`src/rtl/fp_pkg.sv`:
```
// Shared types and constants for the single-precision add/sub sequencer.
package fp_pkg;

  localparam int unsigned EXP_W   = 8;
  localparam int unsigned MAN_W   = 23;
  localparam int unsigned EXP_MAX = 255;

  localparam logic [31:0] QNAN    = 32'h7FC0_0000;
  localparam logic [31:0] POS_INF = 32'h7F80_0000;

  typedef enum logic [2:0] {
    IDLE,
    UNPACK,
    ALIGN,
    ADD,
    NORM,
    PACK,
    DONE
  } state_t;

endpackage

```
`src/rtl/fp_addsub_ctrl_alu.sv`:
```
// Stateless mantissa adder/subtractor with carry-lookahead style generate/propagate.
// Output carries one extra bit so an unsigned add can overflow into out[W].
module BigAlu_CLA #(
  parameter int unsigned W = 24
) (
  input  logic [W-1:0] a,
  input  logic [W-1:0] b,
  input  logic         sign_a,
  input  logic         sign_b,
  input  logic         symbol,
  output logic [W:0]   out
);

  logic       sub;
  logic [W:0] x;
  logic [W:0] y;
  logic [W:0] g;
  logic [W:0] p;
  logic [W:0] c;

  // Signs of differing polarity, or an explicit subtract, turn the op into a - b.
  always_comb begin
    sub  = sign_a ^ sign_b ^ symbol;
    x    = {1'b0, a};
    y    = sub ? ~{1'b0, b} : {1'b0, b};
    g    = x & y;
    p    = x ^ y;
    c    = '0;
    c[0] = sub;
    for (int unsigned i = 0; i < W; i++) begin
      c[i+1] = g[i] | (p[i] & c[i]);
    end
    out = p ^ c;
  end

endmodule

```
`src/rtl/fp_addsub_ctrl.sv`:
```
// Multi-cycle IEEE-754 single add/sub sequencer around one shared mantissa ALU.
// Truncating arithmetic, denormal inputs flushed to zero, one operation in flight.
module fp_addsub_ctrl #(
  parameter int unsigned EXP_W = fp_pkg::EXP_W,
  parameter int unsigned MAN_W = fp_pkg::MAN_W,
  parameter int unsigned BIAS  = 127
) (
  input  logic                 clk,
  input  logic                 rst,
  input  logic                 in_valid,
  output logic                 in_ready,
  input  logic [EXP_W+MAN_W:0] a,
  input  logic [EXP_W+MAN_W:0] b,
  input  logic                 symbol,
  output logic                 out_valid,
  input  logic                 out_ready,
  output logic [EXP_W+MAN_W:0] result,
  output logic                 busy
);

  import fp_pkg::*;

  localparam int unsigned      W         = EXP_W + MAN_W + 1;
  localparam int unsigned      MW        = MAN_W + 1;
  localparam logic [EXP_W-1:0] EXP_TOP   = EXP_W'(EXP_MAX);
  localparam logic [EXP_W-1:0] EXP_ONE   = EXP_W'(1);
  localparam logic [EXP_W-1:0] SHIFT_LIM = EXP_W'(MW);
  localparam logic [W-1:0]     NAN_PAT   = W'(QNAN);
  localparam logic [W-1:0]     INF_PAT   = W'(POS_INF);

  if (BIAS != (2 ** (EXP_W - 1)) - 1) begin : g_bias_chk
    $error("fp_addsub_ctrl: BIAS inconsistent with EXP_W");
  end

  state_t state;
  state_t state_nxt;

  logic [W-1:0]     a_q;
  logic [W-1:0]     b_q;
  logic             sym_q;

  logic             sgn_a;
  logic             sgn_b;
  logic [EXP_W-1:0] exp_a;
  logic [EXP_W-1:0] exp_b;
  logic [MW-1:0]    man_a;
  logic [MW-1:0]    man_b;

  logic [EXP_W-1:0] u_exp_a;
  logic [EXP_W-1:0] u_exp_b;
  logic [MAN_W-1:0] u_frac_a;
  logic [MAN_W-1:0] u_frac_b;
  logic             u_sgn_b;
  logic             nan_a;
  logic             nan_b;
  logic             inf_a;
  logic             inf_b;
  logic             special;
  logic [W-1:0]     special_res;

  logic             a_larger;
  logic             sgn_l;
  logic             sgn_s;
  logic [EXP_W-1:0] exp_l;
  logic [EXP_W-1:0] exp_s;
  logic [EXP_W-1:0] shift_d;
  logic [MW-1:0]    man_l;
  logic [MW-1:0]    man_s;
  logic [MW-1:0]    man_s_sh;

  logic [MW-1:0]    alu_a;
  logic [MW-1:0]    alu_b;
  logic             alu_sign_a;
  logic             alu_sign_b;
  logic             alu_sym;
  logic [MW:0]      alu_out;

  logic [MW:0]      w_man;
  logic [EXP_W-1:0] w_exp;
  logic             w_sgn;

  BigAlu_CLA #(.W(MW)) u_alu (
    .a      (alu_a),
    .b      (alu_b),
    .sign_a (alu_sign_a),
    .sign_b (alu_sign_b),
    .symbol (alu_sym),
    .out    (alu_out)
  );

  always_comb begin
    u_exp_a  = a_q[W-2 -: EXP_W];
    u_exp_b  = b_q[W-2 -: EXP_W];
    u_frac_a = a_q[MAN_W-1:0];
    u_frac_b = b_q[MAN_W-1:0];
    u_sgn_b  = b_q[W-1] ^ sym_q;
    nan_a    = (u_exp_a == EXP_TOP) && (u_frac_a != '0);
    nan_b    = (u_exp_b == EXP_TOP) && (u_frac_b != '0);
    inf_a    = (u_exp_a == EXP_TOP) && (u_frac_a == '0);
    inf_b    = (u_exp_b == EXP_TOP) && (u_frac_b == '0);
    special  = (u_exp_a == EXP_TOP) || (u_exp_b == EXP_TOP);
    if (nan_a || nan_b || (inf_a && inf_b && (a_q[W-1] != u_sgn_b))) begin
      special_res = NAN_PAT;
    end else if (inf_a) begin
      special_res = {a_q[W-1], INF_PAT[W-2:0]};
    end else begin
      special_res = {u_sgn_b, INF_PAT[W-2:0]};
    end
  end

  // Larger magnitude is decided on exponent first, then mantissa, so a-b never goes negative.
  always_comb begin
    a_larger = {exp_a, man_a} >= {exp_b, man_b};
    sgn_l    = a_larger ? sgn_a : sgn_b;
    sgn_s    = a_larger ? sgn_b : sgn_a;
    exp_l    = a_larger ? exp_a : exp_b;
    exp_s    = a_larger ? exp_b : exp_a;
    man_l    = a_larger ? man_a : man_b;
    man_s    = a_larger ? man_b : man_a;
    shift_d  = exp_l - exp_s;
    man_s_sh = (shift_d >= SHIFT_LIM) ? '0 : (man_s >> shift_d);
  end

  always_ff @(posedge clk) begin
    if (rst) begin
      state <= IDLE;
    end else begin
      state <= state_nxt;
    end
  end

  always_comb begin
    state_nxt = state;
    in_ready  = 1'b0;
    out_valid = 1'b0;
    busy      = 1'b1;
    case (state)
      IDLE: begin
        in_ready = 1'b1;
        busy     = 1'b0;
        if (in_valid) state_nxt = UNPACK;
      end
      UNPACK: state_nxt = special ? PACK : ALIGN;
      ALIGN:  state_nxt = ADD;
      ADD:    state_nxt = (alu_out == '0) ? PACK : NORM;
      NORM: begin
        if (w_man[MW]) begin
          if (w_exp == EXP_TOP - EXP_ONE) state_nxt = PACK;
        end else if (!w_man[MW-1]) begin
          if (w_exp <= EXP_ONE) state_nxt = PACK;
        end else begin
          state_nxt = PACK;
        end
      end
      PACK: state_nxt = DONE;
      DONE: begin
        out_valid = 1'b1;
        if (out_ready) state_nxt = IDLE;
      end
      default: state_nxt = IDLE;
    endcase
  end

  // Special-case results are preloaded into the working registers so PACK stays uniform.
  always_ff @(posedge clk) begin
    if (rst) begin
      a_q        <= '0;
      b_q        <= '0;
      sym_q      <= 1'b0;
      sgn_a      <= 1'b0;
      sgn_b      <= 1'b0;
      exp_a      <= '0;
      exp_b      <= '0;
      man_a      <= '0;
      man_b      <= '0;
      alu_a      <= '0;
      alu_b      <= '0;
      alu_sign_a <= 1'b0;
      alu_sign_b <= 1'b0;
      alu_sym    <= 1'b0;
      w_man      <= '0;
      w_exp      <= '0;
      w_sgn      <= 1'b0;
      result     <= '0;
    end else begin
      case (state)
        IDLE: begin
          if (in_valid) begin
            a_q   <= a;
            b_q   <= b;
            sym_q <= symbol;
          end
        end
        UNPACK: begin
          sgn_a <= a_q[W-1];
          sgn_b <= u_sgn_b;
          exp_a <= u_exp_a;
          exp_b <= u_exp_b;
          man_a <= (u_exp_a != '0) ? {1'b1, u_frac_a} : '0;
          man_b <= (u_exp_b != '0) ? {1'b1, u_frac_b} : '0;
          w_sgn <= special_res[W-1];
          w_exp <= special_res[W-2 -: EXP_W];
          w_man <= {2'b00, special_res[MAN_W-1:0]};
        end
        ALIGN: begin
          alu_a      <= man_l;
          alu_b      <= man_s_sh;
          alu_sign_a <= 1'b0;
          alu_sign_b <= 1'b0;
          alu_sym    <= (sgn_l != sgn_s);
          w_exp      <= exp_l;
          w_sgn      <= sgn_l;
        end
        ADD: begin
          w_man <= alu_out;
          if (alu_out == '0) begin
            w_exp <= '0;
            if (alu_sym) w_sgn <= 1'b0;
          end
        end
        NORM: begin
          if (w_man[MW]) begin
            if (w_exp == EXP_TOP - EXP_ONE) begin
              w_man <= '0;
              w_exp <= EXP_TOP;
            end else begin
              w_man <= w_man >> 1;
              w_exp <= w_exp + EXP_ONE;
            end
          end else if (!w_man[MW-1]) begin
            if (w_exp > EXP_ONE) begin
              w_man <= w_man << 1;
              w_exp <= w_exp - EXP_ONE;
            end else begin
              w_man <= '0;
              w_exp <= '0;
            end
          end
        end
        PACK: result <= {w_sgn, w_exp, w_man[MAN_W-1:0]};
        default: ;
      endcase
    end
  end

endmodule
```
`config.mk`:
```
export PLATFORM = sky130hd
export DESIGN_NAME = fp_addsub_ctrl
export DESIGN_NICKNAME = d
export VERILOG_FILES = /design/src/rtl/fp_pkg.sv /design/src/rtl/fp_addsub_ctrl_alu.sv /design/src/rtl/fp_addsub_ctrl.sv
export SDC_FILE = /design/constraint.sdc
export NUM_CORES = 1
export LEC_CHECK = 0
export ABC_AREA = 1
export BUFFER_PORTS_ARGS = -buffer_cell sky130_fd_sc_hd__buf_2
export CAP_MARGIN = 20
export CORE_MARGIN = 5
export CORE_UTILIZATION = 55
export CTS_BUF_LIST = sky130_fd_sc_hd__clkbuf_8
export CTS_CLUSTER_SIZE = 20
export DETAILED_ROUTE_END_ITERATION = 6
export PLACE_DENSITY = 0.74
export RECOVER_POWER = 50
export REMOVE_ABC_BUFFERS = 1
export SLEW_MARGIN = 5
export SYNTH_ARGS = -nofsm -noshare
export SYNTH_HDL_FRONTEND = slang
export SYNTH_SLANG_ARGS = --single-unit
```
`constraint.sdc`:
```
create_clock -name clk -period 11.6 [get_ports clk]
set_input_delay 1.16 -clock clk [delete_from_list [all_inputs] [get_ports clk]]
set_output_delay 1.16 -clock clk [all_outputs]
set_load 0.01 [all_outputs]
```
After elaboration in Yosys (flattened, before gate mapping)

Cells that the tools add are included.

Register bits: 249
Output and inout port bits: 35
Logic and storage cells: 160

$add $sub $neg: 3
Order comparisons: 4
Eq/ne operators: 18
Shifts and indexed selects: 1
Multiplexer cells: 38
Bitwise operators: 53
Reductions and logical operators: 25

Operators with widths:

| cell                | count |
|---|---|
| $mux 24             | 8 |
| $pmux 25 s3         | 1 |
| $mux 32             | 2 |
| $mux 8              | 7 |
| $mux 25             | 2 |
| $logic_not 23->1    | 2 |
| $reduce_bool 23->1  | 2 |
| $ge 32x32->1        | 1 |
| $pmux 8 s4          | 1 |
| $logic_not 25->1    | 1 |
| $not 24->25         | 1 |
| $xor 24x25->25      | 1 |
| $xor 25x25->25      | 1 |
| $and 1x1->1         | 24 |
| $and 24x24->24      | 1 |
| $eq 8x8->1 const B  | 3 |
| $or 1x1->1          | 24 |
| $shr 24x8->24       | 1 |
| $mux 3              | 7 |
| $pmux 3 s7          | 1 |
| $reduce_bool 8->1   | 2 |
| $eq 3x3->1 const B  | 3 |
| $add 8x1->8 const B | 1 |
| $ge 8x5->1 const B  | 1 |
| 21 further kinds    | 44 |

Logic depth before layout (Yosys ltp)

Gate-level depths: netlist of run 1.

Depth after elaboration: 55
Mapped depth: 39
Depth with buffers taken out: 37

Hierarchy

From an unflattened synthesis of run 1, not the netlist that was laid out.

Cells, all modules: 2050
Area total of the unflattened synthesis: 14057.2 µm²

Modules (own cells, without submodules):

| module         | instances | cells each | area each (µm²) |
|---|---|---|---|
| fp_addsub_ctrl | 1         | 1864       | 12893.6 |
| BigAlu_CLA     | 1         | 186        | 1163.6 |

Least setup slack after synthesis of run 1

Ideal clock, no wire load.

Path type: reg-to-reg
Start: register alu_sym
End: register w_exp[7]
Library setup time: 0.151 ns
Arrival time: 10.477 ns
Setup slack: 0.972 ns
Cell stages (with the launch flop): 39
Period minus slack after synthesis: 10.628 ns
Path through: dfxtp_1 > clkbuf_1 > buf_1 > xnor2_1 > fa_1 > inv_1 > fa_1 > fa_1 > fa_1 > fa_1 > fa_1 > fa_1 > fa_1 > inv_1 > fa_1 > inv_1 > fa_1 > fa_1 > [3 not listed] > fa_1 > fa_1 > fa_1 > fa_1 > fa_1 > fa_1 > inv_1 > fa_1 > fa_1 > fa_1 > inv_1 > nor4_1 > nand4_1 > or4_1 > nand2_1 > nand3_1 > a21oi_1 > a221oi_1

Longest elaborated chain between the ends: 54

RTL lines:

| item                                | RTL line                 | source |
|---|---|---|
| start, declared                     | fp_addsub_ctrl.sv:75     | `logic alu_sym;` |
| start signal, assigned              | fp_addsub_ctrl.sv:210    | `alu_sym <= (sgn_l != sgn_s);` |
| $mux 25                             | fp_addsub_ctrl_alu.sv:25 | `y = sub ? ~{1'b0, b} : {1'b0, b};` |
| $xor 24x25->25                      | fp_addsub_ctrl_alu.sv:27 | `p = x ^ y;` |
| $and 1x1->1                         | fp_addsub_ctrl_alu.sv:31 | `c[i+1] = g[i] \| (p[i] & c[i]);` |
| $or 1x1->1                          | fp_addsub_ctrl_alu.sv:31 |  |
| $and 1x1->1                         | fp_addsub_ctrl_alu.sv:31 |  |
| $or 1x1->1                          | fp_addsub_ctrl_alu.sv:31 |  |
| $and 1x1->1                         | fp_addsub_ctrl_alu.sv:31 |  |
| $or 1x1->1                          | fp_addsub_ctrl_alu.sv:31 |  |
| [38 not listed]                     | n/a                      |  |
| $and 1x1->1                         | fp_addsub_ctrl_alu.sv:31 |  |
| $or 1x1->1                          | fp_addsub_ctrl_alu.sv:31 |  |
| $and 1x1->1                         | fp_addsub_ctrl_alu.sv:31 |  |
| $or 1x1->1                          | fp_addsub_ctrl_alu.sv:31 |  |
| $xor 25x25->25 *                    | fp_addsub_ctrl_alu.sv:33 | `out = p ^ c;` |
| $logic_not 25->1 *                  | fp_addsub_ctrl.sv:216    | `if (alu_out == '0) begin` |
| $ne 2x2->1 (no source line) *       | n/a                      |  |
| $reduce_and 3->1 (no source line) * | n/a                      |  |
| end signal, assigned                | fp_addsub_ctrl.sv:211    | `w_exp <= exp_l;` |
| end signal, assigned                | fp_addsub_ctrl.sv:228    | `w_exp <= w_exp + EXP_ONE;` |
| end signal, assigned                | fp_addsub_ctrl.sv:233    | `w_exp <= w_exp - EXP_ONE;` |
| end, declared                       | fp_addsub_ctrl.sv:79     | `logic [EXP_W-1:0] w_exp;` |

Every way passes the cells marked *; elsewhere a longest branch is shown, timed or not.
A chain may end at the register's enable or synchronous reset.

Worst setup path in the final report of run 1

Ends and elaborated chain as after synthesis.

==> results of run 1 <==
critical path: cells and delay by family, from the launching register on:
family | cells | cell delay [ns]
adders and majority gates | 22 | 7.79
and+or+nand+nor | 5 | 1.08
buffers and inverters | 5 | 0.65
AOI/OAI and AO/OA | 2 | 0.64
DFF | 1 | 0.43
xor gates and xnor gates | 1 | 0.15
cells by family after synthesis:
family | Yosys count
simple gates | 665
compound gates | 534
buf+inv | 371
flops | 249
fa+ha+maj | 60
xor+xnor | 38
mux | 1
synth_stat cells, types with 5 or more instances:
cell type  number
nand2_1       299
a21oi_1       261
dfxtp_1       249
inv_1         239
nand3_1       169
o21ai_0       168
clkbuf_1      109
nor2_1         77
nand4_1        67
ha_1           37
o211ai_1       33
xor2_1         26
fa_1           23
o22ai_1        23
o221ai_1       19
nor4_1         18
a31oi_1        10
buf_2          10
xnor2_1        10
nand2_2         9
nor3_1          9
buf_1           7
nand3b_1        5
power by group:
part,switching [mW],internal (mW),total [mW]
clock,0.351,0.410,0.761
combinational,1.68,0.661,2.34
sequential,0.124,1.01,1.13
total,2.15,2.08,4.24
area by class of cell:
cell class	instances	area, µm²	area share
multi-input cells	1298	7290	0.486
flip-flops and latches	249	4980	0.332
inverters	243	915	0.0610
clock buffers	50	688	0.0459
repair buffers	119	603	0.0402
well taps	324	405	0.0270
clock inverters	21	115	0.00767
sequential cells by signal, indices dropped and copies added, names as in the netlist, 3 cells and up:
signal  flops
man_b      24
state       3
alu_a      24
exp_a       8
w_exp       8
b_q        32
alu_b      24
exp_b       8
result     32
man_a      24
w_man      25
a_q        32
through the flow:
stage / total power [mW] / hold WS (ns)
global placement: 3.40 / 0.454
CTS: 4.21 / 0.466
global route: 4.59 / 0.491
floorplan: 2.79 / 0.431
finish: 4.24 / 0.468
detailed placement: 3.44 / 0.457
layer usage:
metal | share of wire | up-vias
met3 | 0.066 | 66
met1 | 0.47 | 6008
met5 | 0 | -
met4 | 0.021 | 0
li1 | - | 6583
met2 | 0.44 | 411
final timing paths:
kind                               from                    end  cells after the start
setup reg to reg   alu_sym$_SDFFE_PP0P_  w_exp[7]$_SDFFE_PP0P_                     35
setup / recovery   alu_sym$_SDFFE_PP0P_  w_exp[7]$_SDFFE_PP0P_                     35
hold reg to reg   alu_a[9]$_SDFFE_PP0P_  alu_a[9]$_SDFFE_PP0P_                      2
hold / removal    alu_a[9]$_SDFFE_PP0P_  alu_a[9]$_SDFFE_PP0P_                      2
==> metrics.md, run 1 <==
| Metric | Value |
|---|---|
| Clock Tree Buf Depth | 3 |
| Critical Path Start Type | register |
| Mapped Area | approximately 14,000 µm² |
| Routed WL | about 37,000 µm |
| Mapped Cells | around 1,900 |
| Post-Place Setup Slack | approximately 0.79 ns |
| Final core occ | 0.615 |
| Final Wtd Congestion | 1.01 |
| CP max-delay cell | or4_1 |
| Total gr overflow | 0 |
| Final net count | between 2,000 and 2,500 |
| Setup violators final | 0 |
| Largest net degree at the start of global routing | roughly 130 |
| Static Leak | 6.25 nW |
| Die Height | 168 µm |
| H-tree level count | 2 |
| CTS tree | done |
| Antenna Nets Post-Route | 0 |
| Worst-skew pair later-pin latency | 0.55 ns |
| Ys flop type | dfxtp_1 |
| Adder-cell share of the synthesized area | 0.0676 |
| Die W | ~170 µm |
| Core Rows | 57 |
| Global-route wire length before repair | between 60,000 and 70,000 µm |
| Antenna cell count | 0 |
| Largest family of logic cells by synthesized area | simple AND/OR/NAND/NOR gates |
| Num CTS Buffers | 42 |
| Peak supply drop | approximately 0.23 mV |
| Clock Skews | 0.0181 ns |
| Synth Area in Compound Gates | 0.216 |
| Wirelength per Cell | 16.2 µm |
| CTS root buffer | clkbuf_8 |
| Worst-path fanout max | 23 |
| RSZ-0062 raised after global routing | no |
| Failing checks | capacitance limit, slew limit |
| Initial Utilization | 0.560 |
| Initial antenna violation count | 0 |
| Rel. slew slack | -1.18 |
| Gr usage total | 0.259 |
| Vias | ~13,000 |
| R2r setup slk | around 0.7 ns |
| Required @ worst endpoint | between 10 and 15 ns |
| Multiplexer share of the synthesized area | 0.000732 |
| Count of non-filler cells in the finished layout | approximately 2,300 |
| Asr flop ratio synth | 0 |
| Post-route setup TNS | 0 ns |
| Simple-Gate Fraction of Synth Area | 0.222 |
| Sequential element share of the synthesized area | 0.365 |
| Yosys Warn Count | 0 |
| DRC | 0 |
| Fmax | 91.8 MHz |
| Final period utilization | 0.939 |
| Synth Register Bits | about 250 |
| Most frequent cells in the layout | nand2_1 (298), a21oi_1 (261), inv_1 (251) |
| Commonest non-fill, non-tap cell in the layout | nand2_1 |
| M2 GR Usage | 0.407 |
| Path type of the worst min-delay path | register to register |
| Iter 0 DRT Violations | around 1,000 |
| Total core area | around 24,000 µm² |
| Placed Cells | around 2,200 |
| CTS Sinks | ~250 |
| Fin. Hold Viols | 0 |
| CP endpoint kind | register |
| Yosys top cell area share | 0.365 |
| IO buf count | approximately 100 |
| Top Ports | about 100 |
| CP Data Arrival Time | around 11 ns |
| Post-CTS setup buffers | 0 |
| Post-cts sizing count | 0 |
| Syn_area_per_cell | approximately 7 µm² |
| Die Area | between 20,000 and 30,000 µm² |
| Via/cell ratio | roughly 5.7 |
| Synth unique cells | 52 |
| Power Density | 282 nW/µm² |
| Vias in the first global route | approximately 12,000 |
| Top cell by count, worst path | fa_1 |
| Crit path largest cell delay | 0.49 ns |
| Worst setup margin | ~0.70 ns |
| Synth area leader | dfxtp_1 |
| Met1 Use GR | 0.374 |
| Post-synthesis xor/xnor area fraction | 0.0254 |
| Worst-path clk slew | 0.06 ns |
| Setup CP Type | register to register |
| Post-synth EDFFs | 0 |
| Final Cell Area | about 15,000 µm² |
| Max cap viols | 4 |
| Hpwl dp | 26,200 µm |
| Met3 usage | 0.0368 |
| Post-DP Area | between 10,000 and 15,000 µm² |
| Minimum clock period | between 10 and 15 ns |
| Ranking of synthesized cells by area | dfxtp_1 (36%), a21oi_1 (9.6%), nand2_1 (8.2%) |
| Layout area overhead | 9.75% |
| DR pass1 iterations | 6 |
| Hold buffer count at cts | 0 |
| Worst Tran Pin Value | between 3 and 4 ns |
| Share of cells above drive strength 1 | 0.0854 |
| Status | complete, but fails checks |
| GR peak layer | met2 |
| Filler cells | roughly 2,300 |
| Final slew viol count | between 200 and 300 |
Power figures use the tool's default switching activity.
==> run 2: changes to the inputs <==
--- a/config.mk
+++ b/config.mk
@@ -6,6 +6,7 @@
 export NUM_CORES = 1
 export LEC_CHECK = 0
 export ABC_AREA = 1
+export ABC_CLOCK_PERIOD_IN_PS = 11600
 export BUFFER_PORTS_ARGS = -buffer_cell sky130_fd_sc_hd__buf_2
 export CAP_MARGIN = 20
 export CORE_MARGIN = 5
@@ -15,7 +16,6 @@
 export DETAILED_ROUTE_END_ITERATION = 6
 export PLACE_DENSITY = 0.74
 export RECOVER_POWER = 50
-export REMOVE_ABC_BUFFERS = 1
 export SLEW_MARGIN = 5
 export SYNTH_ARGS = -nofsm -noshare
 export SYNTH_HDL_FRONTEND = slang
==> run 2 against run 1 <==
  * The run still ends with capacitance limit, slew limit left
  * Combinational power about the same
  * Global-route usage increased by 0.51 points
  * Sequential cell count unchanged
  * Fmax increased by 0.29%
  * Design area increased by 1.1%
  * Die area unchanged
  * Critical path depth unchanged
  * Core utilization increased by 0.68 points
  * Clock skew increased by 0.013 ns
==> metrics.md, run 2 (synthesis results as in run 1) <==
| Metric | Value |
|---|---|
| DR pass1 iterations | 5 (was 6) |
| Worst-path fanout max | 22 (was 23) |
| Die Area | 28,100 µm² (unchanged) |
| Final Wtd Congestion | 0.927 (was 1.01) |
| Largest registers | a_q (32), b_q (32), result (32) (unchanged) |
| Path type of the worst min-delay path | register to register (unchanged) |
| Power Density | 288 nW/µm² (was 282 nW/µm²) |
| Top Ports | 104 (unchanged) |
| Commonest non-fill, non-tap cell in the layout | nand2_1 (unchanged) |
| Buf/Inv on CP | 5 (unchanged) |
| Setup CP Type | register to register (unchanged) |
| Die Height | 168 µm (unchanged) |
| Peak supply drop | 0.225 mV (was 0.230 mV) |
| Routed WL | 38,200 µm (was 37,200 µm) |
| GR peak layer | met2 (unchanged) |
| Syn nets | between 2,000 and 2,500 |
| Static Leak | 6.31 nW (was 6.25 nW) |
| Total core area | 24,400 µm² (unchanged) |
| Final net count | 2,084 (was 2,082) |
| Setup violators final | 0 (unchanged) |
| Final period utilization | 0.937 (was 0.939) |
| Global-route wire length before repair | 62,400 µm (was 61,700 µm) |
| Clock Tree Buf Depth | 3 (unchanged) |
| R2r setup slk | 0.73 ns (was 0.70 ns) |
| Die W | 168 µm (unchanged) |
| Fin. Hold Viols | 0 (unchanged) |
| Largest net degree at the start of global routing | 109 (was 125) |
| CTS Sinks | 249 (unchanged) |
| Gr usage total | 0.264 (was 0.259) |
| Post-DP Area | 14,200 µm² (unchanged) |
| Worst-path clk slew | 0.06 ns (about the same) |
| Initial antenna violation count | 1 (was 0) |
| M2 GR Usage | 0.429 (was 0.407) |
| CP Data Arrival Time | 11.19 ns (was 11.29 ns) |
| Most frequent cells in the layout | nand2_1 (299), a21oi_1 (261), dfxtp_1 (249) (was nand2_1 (298), a21oi_1 (261), inv_1 (251)) |
| Met3 usage | 0.0424 (was 0.0368) |
| R2R cell count | 35 (unchanged) |
| Antenna cell count | 0 (unchanged) |
| CP delay by family, top | adder cells (unchanged) |
| FF-to-FF Start | alu_sym$_SDFFE_PP0P_ (unchanged) |
| CTS root buffer | clkbuf_8 (unchanged) |
| CP endpoint kind | register (unchanged) |
| Total gr overflow | 0 (unchanged) |
| Num CTS Buffers | 44 (was 42) |
| Wirelength per Cell | 16.5 µm (was 16.2 µm) |
| Max cap viols | 4 (unchanged) |
| RSZ-0062 raised after global routing | no (unchanged) |
| Required @ worst endpoint | 11.93 ns (was 11.99 ns) |
| Worst Tran Pin Value | 3.63 ns (was 3.27 ns) |
| Vias | 13,237 (was 13,068) |
| Hold buffer count at cts | 0 (unchanged) |
| CP max-delay cell | or4_1 (unchanged) |
| CTS tree | done (unchanged) |
| Hpwl dp | 27,900 µm (was 26,200 µm) |
| Crit path largest cell delay | 0.47 ns (was 0.49 ns) |
| DRC | 0 (unchanged) |
| Top cell by count, worst path | fa_1 (unchanged) |
| Minimum clock period | 10.87 ns (was 10.90 ns) |
| Status | complete, but fails checks (unchanged) |
| Post-cts sizing count | 0 (unchanged) |
| Setup crit end | w_exp[7]$_SDFFE_PP0P_ (unchanged) |
| Filler cells | 2,294 (was 2,345) |
| H-tree level count | 2 (unchanged) |
| Core Rows | 57 (unchanged) |
| Worst-skew pair later-pin latency | 0.57 ns (was 0.55 ns) |
| Iter 0 DRT Violations | 1,036 (was 1,046) |
| Post-CTS setup buffers | 0 (unchanged) |
| CP Depth | 35 (unchanged) |
| Rel. slew slack | -1.42 (was -1.18) |
| Final Cell Area | 15,200 µm² (was 15,000 µm²) |
| Failing checks | capacitance limit, slew limit (unchanged) |
| Clock Skews | 0.0316 ns (was 0.0181 ns) |
| Antenna Nets Post-Route | 0 (unchanged) |
| Final slew viol count | 299 (was 266) |
| Post-route setup TNS | 0 ns (unchanged) |
| Via/cell ratio | 5.73 (was 5.67) |
| Fmax | 92.0 MHz (was 91.8 MHz) |
| Critical Path Start Type | register (unchanged) |
| Layout area overhead | 11.0% (was 9.75%) |
| Share of cells above drive strength 1 | 0.0905 (was 0.0854) |
| Initial Utilization | 0.560 (unchanged) |
| Vias in the first global route | 12,253 (was 12,162) |
| RR Endpoint | w_exp[7]$_SDFFE_PP0P_ (unchanged) |
| Final core occ | 0.622 (was 0.615) |
| Met1 Use GR | 0.364 (was 0.374) |
| IO buf count | 103 (unchanged) |
| Worst Setup SP | alu_sym$_SDFFE_PP0P_ (unchanged) |
## run 2: layer usage
metal / vias up / part of all wire
met5: - / 0.00034
met1: 6132 / 0.45
met4: 2 / 0.029
met3: 79 / 0.065
li1: 6597 / -
met2: 427 / 0.46
## run 2: worst min-delay path by stage
stage,start,to,slack [ns],cells past startpoint
after CTS,alu_a[23]$_SDFFE_PP0P_,alu_a[23]$_SDFFE_PP0P_,0.47,2
final,alu_a[23]$_SDFFE_PP0P_,alu_a[23]$_SDFFE_PP0P_,0.47,2
after global placement,alu_a[9]$_SDFFE_PP0P_,alu_a[9]$_SDFFE_PP0P_,0.46,2
after floorplan,w_sgn$_SDFFE_PP0P_,result[31]$_SDFFE_PP0P_,0.43,2
after global routing,alu_a[23]$_SDFFE_PP0P_,alu_a[23]$_SDFFE_PP0P_,0.48,2
after detailed placement,alu_a[23]$_SDFFE_PP0P_,alu_a[23]$_SDFFE_PP0P_,0.46,2
## run 2: layout make-up
cell class	count	area (µm²)	area share
Multi-Input combinational cell	1298	7290	0.480
Sequential cell	249	4980	0.329
Inverter	243	915	0.0603
Clock buffer	55	757	0.0499
Timing Repair Buffer	119	592	0.0390
Tap cell	324	405	0.0267
Clock inverter	24	225	0.0149
## run 2: worst reg2reg max path: cells and delay by family (launching register included)
kind                     cells  cell delay (ns)
AND/OR/NAND/NOR              5             1.05
buffers and inverters        5             0.63
adder cells (fa/ha/maj)     22             7.75
flip-flops                   1             0.44
AO/OA/AOI/OAI                2             0.60
XOR/XNOR                     1             0.15
## run 2: through the flow
| stage | instances | hold WS (ns) | worst slack [ns] | power [mW] |
|---|---|---|---|---|
| 5_1_grt | 2312 | 0.484 | 0.175 | 4.70 |
| 4_1_cts | 2311 | 0.467 | 0.813 | 4.34 |
| 2_1_floorplan | 1918 | 0.429 | 0.972 | 2.94 |
| 3_3_place_gp | 2232 | 0.458 | 0.920 | 3.41 |
| 3_5_place_dp | 2232 | 0.457 | 0.832 | 3.43 |
| 6_report | 2312 | 0.467 | 0.734 | 4.36 |
## run 2: where the power goes
part | switching, mW | internal, mW | leakage [nW]
clock network | 0.375 | 0.521 | 0.537
logic | 1.67 | 0.662 | 3.74
registers | 0.123 | 1.01 | 2.03
==> run 3: changes to the inputs <==
--- a/config.mk
+++ b/config.mk
@@ -10,12 +10,11 @@
 export BUFFER_PORTS_ARGS = -buffer_cell sky130_fd_sc_hd__buf_2
 export CAP_MARGIN = 20
 export CORE_MARGIN = 5
-export CORE_UTILIZATION = 55
+export CORE_UTILIZATION = 63
 export CTS_BUF_LIST = sky130_fd_sc_hd__clkbuf_8
 export CTS_CLUSTER_SIZE = 20
 export DETAILED_ROUTE_END_ITERATION = 6
-export PLACE_DENSITY = 0.74
-export RECOVER_POWER = 50
+export PLACE_DENSITY = 0.83
 export SLEW_MARGIN = 5
 export SYNTH_ARGS = -nofsm -noshare
 export SYNTH_HDL_FRONTEND = slang
==> run 3 against run 2 <==
  * The flow finishes with violations (DRC)
  * Sequential power hardly changed
  * First-iteration DRC count up 29%
  * Register-to-register slack lost 0.06 ns
  * Wire length is 2.3% lower
  * Design area is 1.4% lower
  * Clock power shrank 16%
  * Critical path depth did not move
  * Final cell count is 2.6% lower
  * Via count is 0.69% higher
  * Power shrank 2.9%
  * Largest cell class unchanged
==> metrics.md, run 3 (synthesis results as in run 1) <==
| Metric | Value |
|---|---|
| Largest net degree at the start of global routing | 125 (was 109) |
| CTS Sinks | 249 (unchanged) |
| Die Height | 157 µm (was 168 µm) |
| Required @ worst endpoint | 11.97 ns (was 11.93 ns) |
| Placed Cells | 2,181 (was 2,232) |
| DRC | 2 (was 0) |
| Status | complete, but fails checks (unchanged) |
| Layout area overhead | 9.44% (was 11.0%) |
| CP max-delay cell | a21oi_1 (was or4_1) |
| Iter 0 DRT Violations | 1,336 (was 1,036) |
| Max cap viols | 0 (was 4) |
| Fin. Hold Viols | 0 (unchanged) |
| Commonest non-fill, non-tap cell in the layout | nand2_1 (unchanged) |
| Gr usage total | 0.304 (was 0.264) |
| Path type of the worst min-delay path | register to register (unchanged) |
| Final net count | 2,078 (was 2,084) |
| Core Rows | 53 (was 57) |
| Top cell by count, worst path | fa_1 (unchanged) |
| Post-CTS setup buffers | 0 (unchanged) |
| Peak supply drop | 0.229 mV (was 0.225 mV) |
| Die Area | 24,700 µm² (was 28,100 µm²) |
| Hold slack final | 0.465 ns (was 0.467 ns) |
| Initial Utilization | 0.644 (was 0.560) |
| Count of non-filler cells in the finished layout | 2,253 (was 2,312) |
| Hpwl dp | 27,300 µm (was 27,900 µm) |
| Share of cells above drive strength 1 | 0.104 (was 0.0905) |
| Post-route setup TNS | 0 ns (unchanged) |
| Rel. slew slack | 0.280 (was -1.42) |
| Post-cts sizing count | 0 (unchanged) |
| CP endpoint kind | register (unchanged) |
| Crit path largest cell delay | 0.49 ns (was 0.47 ns) |
| RSZ-0062 raised after global routing | no (unchanged) |
| Vias | 13,328 (was 13,237) |
| Sequential cell area | 4980 µm² (unchanged) |
| Wirelength per Cell | 16.6 µm (was 16.5 µm) |
| Worst-skew pair later-pin latency | 0.57 ns (about the same) |
| Total gr overflow | 0 (unchanged) |
| Worst-path fanout max | 22 (unchanged) |
| Antenna cell count | 0 (unchanged) |
| Num CTS Buffers | 41 (was 44) |
| Clock Tree Buf Depth | 3 (unchanged) |
| Power Density | 283 nW/µm² (was 288 nW/µm²) |
| DR pass1 iterations | 7 (was 5) |
| Die W | 157 µm (was 168 µm) |
| Total core area | 21,200 µm² (was 24,400 µm²) |
| Antenna Nets Post-Route | 0 (unchanged) |
| Final slew viol count | 0 (was 299) |
| Minimum clock period | 10.93 ns (was 10.87 ns) |
| Global-route wire length before repair | 61,700 µm (was 62,400 µm) |
| Clock Skews | 0.0289 ns (was 0.0316 ns) |
| Multi-input combinational cell area | 7290 µm² (about the same) |
| Final period utilization | 0.942 (was 0.937) |
| Routed WL | 37,400 µm (was 38,200 µm) |
| Initial antenna violation count | 0 (was 1) |
| Hold buffer count at cts | 0 (unchanged) |
| Failing checks | DRC (was capacitance limit, slew limit) |
| Setup violators final | 0 (unchanged) |
| Largest registers | a_q (32), b_q (32), result (32) (unchanged) |
| H-tree level count | 2 (unchanged) |
| Top Ports | 104 (unchanged) |
| Most frequent cells in the layout | nand2_1 (298), a21oi_1 (261), inv_1 (249), dfxtp_1 (249), nand3_1 (169) (was nand2_1 (299), a21oi_1 (261), dfxtp_1 (249)) |
| Filler cells | 1,796 (was 2,294) |
| Final Wtd Congestion | 0.940 (was 0.927) |
| Via/cell ratio | 5.92 (was 5.73) |
| Worst Tran Pin Value | 1.08 ns (was 3.63 ns) |
| Setup CP Type | register to register (unchanged) |
| CP Data Arrival Time | 11.30 ns (was 11.19 ns) |
| Static Leak | 6.38 nW (was 6.31 nW) |
| CTS root buffer | clkbuf_8 (unchanged) |
| Critical Path Start Type | register (unchanged) |
| CTS tree | done (unchanged) |
| Vias in the first global route | 12,264 (was 12,253) |
| Worst-path clk slew | 0.06 ns (about the same) |
| Total power | 4.24 mW (was 4.36 mW) |
| Syn nets | 2,047 (unchanged) |
| IO buf count | 103 (unchanged) |
| Fmax | 91.5 MHz (was 92.0 MHz) |
[run 3: final timing paths]
path	startpoint	to	slack (ns)	cells after the start
max	alu_sym$_SDFFE_PP0P_	w_exp[7]$_SDFFE_PP0P_	0.67	35
min	alu_a[21]$_SDFFE_PP0P_	alu_a[21]$_SDFFE_PP0P_	0.47	2
max reg2reg	alu_sym$_SDFFE_PP0P_	w_exp[7]$_SDFFE_PP0P_	0.67	35
min reg2reg	alu_a[21]$_SDFFE_PP0P_	alu_a[21]$_SDFFE_PP0P_	0.47	2
[run 3: metrics by stage]
stage,utilization,instance area (µm²),setup slack (ns)
after floorplan,-,13700,0.972
after global placement,0.667,14100,0.927
after detailed placement,0.667,14100,0.785
after CTS,0.705,15000,0.733
after global routing,0.705,15000,0.137
final,0.705,15000,0.672
[run 3: power by group]
part / leakage (nW) / total [mW] / internal (mW) / switching (mW)
registers: 2.03 / 1.13 / 1.01 / 0.126
logic: 3.88 / 2.35 / 0.660 / 1.69
clock network: 0.461 / 0.753 / 0.395 / 0.359
total: 6.38 / 4.24 / 2.06 / 2.18
[run 3: layout make-up]
type / count / share of cell area
Clock buffer: 50 / 0.0460
Tap cell: 275 / 0.0230
Sequential cell: 249 / 0.333
Clock inverter: 22 / 0.00811
Timing Repair Buffer: 116 / 0.0412
Inverter: 243 / 0.0611
Multi-Input combinational cell: 1298 / 0.487
[run 3: critical path: cells and delay by family (launching register included)]
kind                     cells  cell delay (ns)
AND/OR/NAND/NOR              5             1.04
AO/OA/AOI/OAI                2             0.65
adder cells (fa/ha/maj)     22             7.82
flip-flops                   1             0.45
XOR/XNOR                     1             0.14
buffers and inverters        5             0.64
[run 3: routing by layer]
layer,wire length (µm),vias to the layer above,track usage
met5,0,-,0
met4,1220,0,0.0950
li1,-,6584,-
met1,16300,6096,0.423
met3,2850,86,0.0440
met2,17000,562,0.491
